--- src/rtl/fetch_pkg.sv ---
// Shared types and constants for the instruction fetch sequencer.
package fetch_pkg;

  typedef enum logic [1:0] {
    ST_IDLE,
    ST_FETCH,
    ST_HALT,
    ST_FAULT
  } state_t;

  localparam logic [5:0] OP_RTYPE = 6'b000000;
  localparam logic [5:0] OP_J     = 6'b000010;
  localparam logic [5:0] OP_BEQ   = 6'b000100;
  localparam logic [5:0] OP_HALT  = 6'b111111;

  localparam logic [31:0] HALT_WORD_DEFAULT = {OP_HALT, 26'd0};
  localparam logic [31:0] RESET_PC_DEFAULT  = 32'd0;

endpackage

--- src/rtl/fetch_slot.sv ---
// One-entry valid/ready output register: flush beats load, load beats drain,
// and the payload holds while valid is high and ready is low.
module fetch_slot (
  input  logic        clk,
  input  logic        rst_n,
  input  logic        flush,
  input  logic        load,
  input  logic [31:0] load_instr,
  input  logic [31:0] load_pc,
  input  logic        ready,
  output logic [31:0] instr,
  output logic [31:0] pc,
  output logic        valid
);

  // NOTE: state uses non-blocking assignments so every flop samples pre-edge values.
  // NOTE: the payload flops are reset as well, so instr/pc read 0 straight out of reset.
  always_ff @(posedge clk or negedge rst_n) begin
    if (!rst_n) begin
      instr <= 32'd0;
      pc    <= 32'd0;
      valid <= 1'b0;
    end else if (flush) begin
      valid <= 1'b0;
    end else if (load) begin
      instr <= load_instr;
      pc    <= load_pc;
      valid <= 1'b1;
    end else if (valid && ready) begin
      valid <= 1'b0;
    end
  end

endmodule

--- src/rtl/fetch_sequencer.sv ---
// Program counter, fetch FSM and output slot for the combinational instruction ROM.
// Optional out-of-range PC trap is enabled with `define FETCH_BOUND_CHECK_EN.
module fetch_sequencer
  import fetch_pkg::*;
#(
  parameter int unsigned DEPTH     = 32,
  parameter logic [31:0] RESET_PC  = RESET_PC_DEFAULT,
  parameter logic [31:0] HALT_WORD = HALT_WORD_DEFAULT
) (
  input  logic        clk,
  input  logic        rst_n,
  input  logic        start,
  output logic [31:0] rom_addr,
  input  logic [31:0] rom_instr,
  output logic [31:0] instr_out,
  output logic [31:0] instr_pc,
  output logic        instr_valid,
  input  logic        instr_ready,
  input  logic        redirect_valid,
  input  logic [31:0] redirect_target,
  output logic [31:0] pc,
  output logic        halted,
  output logic        fault
);

  localparam int unsigned AW = $clog2(DEPTH);

  state_t state;
  logic   redirect_take;
  logic   flush;
  logic   load_opp;
  logic   out_of_range;
  logic   load_slot;

  // NOTE: every combinational output gets a default first so no latch is inferred.
  always_comb begin
    redirect_take = 1'b0;
    flush         = 1'b0;
    load_opp      = 1'b0;
    out_of_range  = 1'b0;
    load_slot     = 1'b0;

    redirect_take = redirect_valid && (state != ST_IDLE);
    flush         = redirect_take || start;
    load_opp      = (state == ST_FETCH) && (!instr_valid || instr_ready) && !flush;
`ifdef FETCH_BOUND_CHECK_EN
    out_of_range  = (pc >= 32'(DEPTH));
`endif
    load_slot     = load_opp && !out_of_range;
  end

  // Redirect outranks start, which outranks a normal load.
  always_ff @(posedge clk or negedge rst_n) begin
    if (!rst_n) begin
      state <= ST_IDLE;
      pc    <= RESET_PC;
    end else if (redirect_take) begin
      state <= ST_FETCH;
      pc    <= redirect_target;
    end else if (start) begin
      state <= ST_FETCH;
      pc    <= RESET_PC;
    end else if (load_slot) begin
      pc <= pc + 32'd1;
      if (rom_instr == HALT_WORD) state <= ST_HALT;
    end else if (load_opp && out_of_range) begin
      state <= ST_FAULT;
    end
  end

  fetch_slot u_slot (
    .clk        (clk),
    .rst_n      (rst_n),
    .flush      (flush),
    .load       (load_slot),
    .load_instr (rom_instr),
    .load_pc    (pc),
    .ready      (instr_ready),
    .instr      (instr_out),
    .pc         (instr_pc),
    .valid      (instr_valid)
  );

  assign halted = (state == ST_HALT) && !instr_valid;

`ifdef FETCH_BOUND_CHECK_EN
  assign rom_addr = pc;
  assign fault    = (state == ST_FAULT);
`else
  // Without the bound check the ROM simply sees the PC modulo its depth.
  assign rom_addr = {{(32 - AW){1'b0}}, pc[AW-1:0]};
  assign fault    = 1'b0;
`endif

endmodule
--- config.mk ---
export PLATFORM = sky130hd
export DESIGN_NAME = fetch_sequencer
export DESIGN_NICKNAME = d
export VERILOG_FILES = /design/src/rtl/fetch_pkg.sv /design/src/rtl/fetch_slot.sv /design/src/rtl/fetch_sequencer.sv
export SDC_FILE = /design/constraint.sdc
export NUM_CORES = 1
export LEC_CHECK = 0
export ABC_AREA = 1
export CAP_MARGIN = 0
export CORE_MARGIN = 2
export CORE_UTILIZATION = 49
export DETAILED_ROUTE_END_ITERATION = 10
export GPL_ROUTABILITY_DRIVEN = 0
export HOLD_SLACK_MARGIN = 0.06
export PLACE_DENSITY_LB_ADDON = 0.3
export SYNTH_ARGS = -nofsm -noshare
export SYNTH_HDL_FRONTEND = slang
export SYNTH_SLANG_ARGS = --single-unit
--- constraint.sdc ---
create_clock -name clk -period 3.51 [get_ports clk]
set_input_delay 0.8775 -clock clk [delete_from_list [all_inputs] [get_ports clk]]
set_output_delay 0.8775 -clock clk [all_outputs]
set_load 0.01 [all_outputs]
==> flow_summary.yaml <==
run_status:
  status: "finished clean"
global_route:
  use_met3: 0.0528
  grt_pass1_vias: 4980
  met1_usage: 0.337
  use_met2: 0.443
  grt_usage: 0.264
  grt_pass1_wl_um: 24400
  grt-ovfl-total: 0
  antenna_found_initial: 0
  busiest_layer: "met2"
  grt_max_degree: 62
detailed_routing:
  ant_nets: 0
  viasPerCell: 5.19
  drtIter0Drc: 585
  via_count: 5331
  drc_errors: 0
  dr.pass1.iters: 6
  wl_per_cell_um: 15.1
  routed_wl_um: 15600
clock_network:
  tritoncts: "built"
  postCtsSetupBuffers: 0
  cts_resized: 0
  clk_pin_slew_ps: 90
  htreeDepth: 3
  cts_buffer_depth: 2
  cts.sinks: 99
  cts-root-buf: "clkbuf_8"
  cts_inserted_buffers: 9
  clk_latency_ps: 370
  holdBufCountCts: 0
synth:
  yosysUniqueCellTypes: 34
  postSynthAreaPerCell_um2: 7.54
  yosys_register_bits: 99
  synthFlopType: "dfrtp_1"
  synth_top_area_cell: "dfrtp_1"
  synth_edf_count: 0
  synth.top_cell.area_share: 0.454
  synth_area_mm2: 0.00546
  seq_area_frac_synth: 0.454
  synthTopCellsByArea: "dfrtp_1 45%, nand2_1 15%, o21ai_0 6.4%"
  ys_top_cells_by_count: "222 x nand2_1, 99 x dfrtp_1, 86 x inv_1"
  syn_inst: 724
  yosys_warnings: 0
  async_flop_share: 1.00
  yosysMostFrequentCell: "nand2_1"
floorplanning:
  die_h_um: 110
  ios: 200
  rows: 38
  die_area_mm2: 0.0120
  fp.coreArea_mm2: 0.0108
  initial_core_util: 0.504
  die_w_um: 110
worst_setup_path:
  end_kind: "register"
  cp.arrival_ps: 2780
  critPathSlowestCell: "nand2_4"
  criticalPathCategory: "in -> reg"
  path_max_fanout: 61
  cp_top_family: "buffers and inverters"
  crit_buf_inv: 3
  required_ps: 3780
  crit_chain: "clkdlybuf4s50_1 -> o211ai_2 -> inv_4 -> nand2_4 -> buf_4 -> nand2_1 -> o21ai_0"
  setup.worst_path.start_class: "input pin"
  rrSetupSlack_ps: 1530
  cp_slowest_stage_delay_ps: 460
sta:
  worst_pin_slew_ps: 625
  worst_slack_ps: 1000
  hold_violations: 0
  period_share: 0.714
  slew_headroom: 0.583
  setup-tns-final_ps: 0
  drv_slew: 0
  min_period_ps: 2510
  setup_violations: 0
  max_freq_ghz: 0.399
  rsz0062_at_grt: "no"
  fin_skew_ps: 10.7
cells_and_area:
  syn2layout_area_growth_pct: 33.2
  layout.area.seq_mm2: 0.00248
  drive_gt1_frac: 0.0529
  stdcell_count: 1028
  post-route-util: 0.671
  nFillCells: 941
  multiInputGateArea_mm2: 0.00231
  fin_nets: 953
  num_antenna_cells: 0
place:
  io_buffers: 171
  dp_hpwl_um: 12000
  dp_slack_ps: 616
  dp.cells: 1012
power_and_ir_drop:
  p_leak_uw: 0.00337
  p_per_area_mw_per_mm2: 406
  peakVddDrop_uv: 196
worst_hold_path:
  hold_path_class: "reg -> reg"
job:
  cap_violations: 0
metrics by stage:
step	total power (uW)	instance area, um^2	hold WS (ps)
final	2950	7270	493
after global routing	3100	7270	516
after CTS	2960	7270	496
after detailed placement	2210	7070	474
after global placement	2190	7070	466
after floorplan	1750	5560	507
flip-flops by register name, indices dropped and copies added, names as in the netlist:
signal / cells
pc: 32
state: 2
u_slot.pc: 32
u_slot.instr: 32
u_slot.valid: 1
layout make-up:
type / count / area share
clock inverter: 4 / 0.00791
tap: 140 / 0.0241
multi-input combinational: 506 / 0.318
inverter: 89 / 0.0468
sequential: 99 / 0.341
clock buffer: 12 / 0.0200
timing repair buffer: 178 / 0.242
worst min-delay path, cell delays in order, from the launching register on:
cell and delay [ps]:
dfrtp_1 350, nand2_1 50, o21ai_0 60
layer usage:
| metal | part of all wire | vias up |
|---|---|---|
| met5 | 0 | - |
| met4 | 0.024 | 0 |
| met3 | 0.091 | 27 |
| met2 | 0.48 | 270 |
| met1 | 0.40 | 2477 |
| li1 | - | 2557 |
kinds of logic after synthesis:
kind of cell,after synthesis,share of synthesized area
flops,99,0.454
compound gates,105,0.106
buf+inv,146,0.141
fa+ha+maj,1,0.00229
mux,6,0.0144
other cells,1,0.000687
simple gates,366,0.282
power by group:
group	leakage (uW)	internal (uW)	switching [uW]
clock	0.0000991	358	408
combinational	0.00203	415	355
sequential	0.00124	1280	130
total	0.00337	2060	893
placed cells by master, fill, tap and decap left out, drive strengths merged, types with 3 or more instances in the layout:
| cell | synthesis | routed |
|---|---|---|
| nand2 | 226 | 226 |
| o211ai | 5 | 5 |
| inv | 88 | 90 |
| clkdlybuf4s50 | 0 | 170 |
| nand3b | 5 | 5 |
| nor3 | 3 | 3 |
| a21oi | 13 | 13 |
| nand4 | 13 | 13 |
| clkbuf | 7 | 12 |
| buf | 50 | 8 |
| mux2 | 6 | 6 |
| o21ai | 75 | 75 |
| conb | 1 | 28 |
| nand3 | 39 | 39 |
| nor2 | 79 | 79 |
| a31oi | 9 | 9 |
| dfrtp | 99 | 99 |
final timing paths:
kind	endpoint	cells after the start	startpoint
worst min-delay path	u_slot.instr[0]$_DFFE_PN0P_	2	u_slot.instr[0]$_DFFE_PN0P_
worst max register to register	u_slot.pc[26]$_DFFE_PN0P_	7	u_slot.valid$_DFFE_PN0P_
worst max-delay path	u_slot.pc[26]$_DFFE_PN0P_	7	instr_ready
worst min register to register	u_slot.instr[0]$_DFFE_PN0P_	2	u_slot.instr[0]$_DFFE_PN0P_
max in group asynchronous	u_slot.instr[28]$_DFFE_PN0P_	2	rst_n
min in group asynchronous	u_slot.pc[31]$_DFFE_PN0P_	1	rst_n
(Power assumes the default switching activity.)
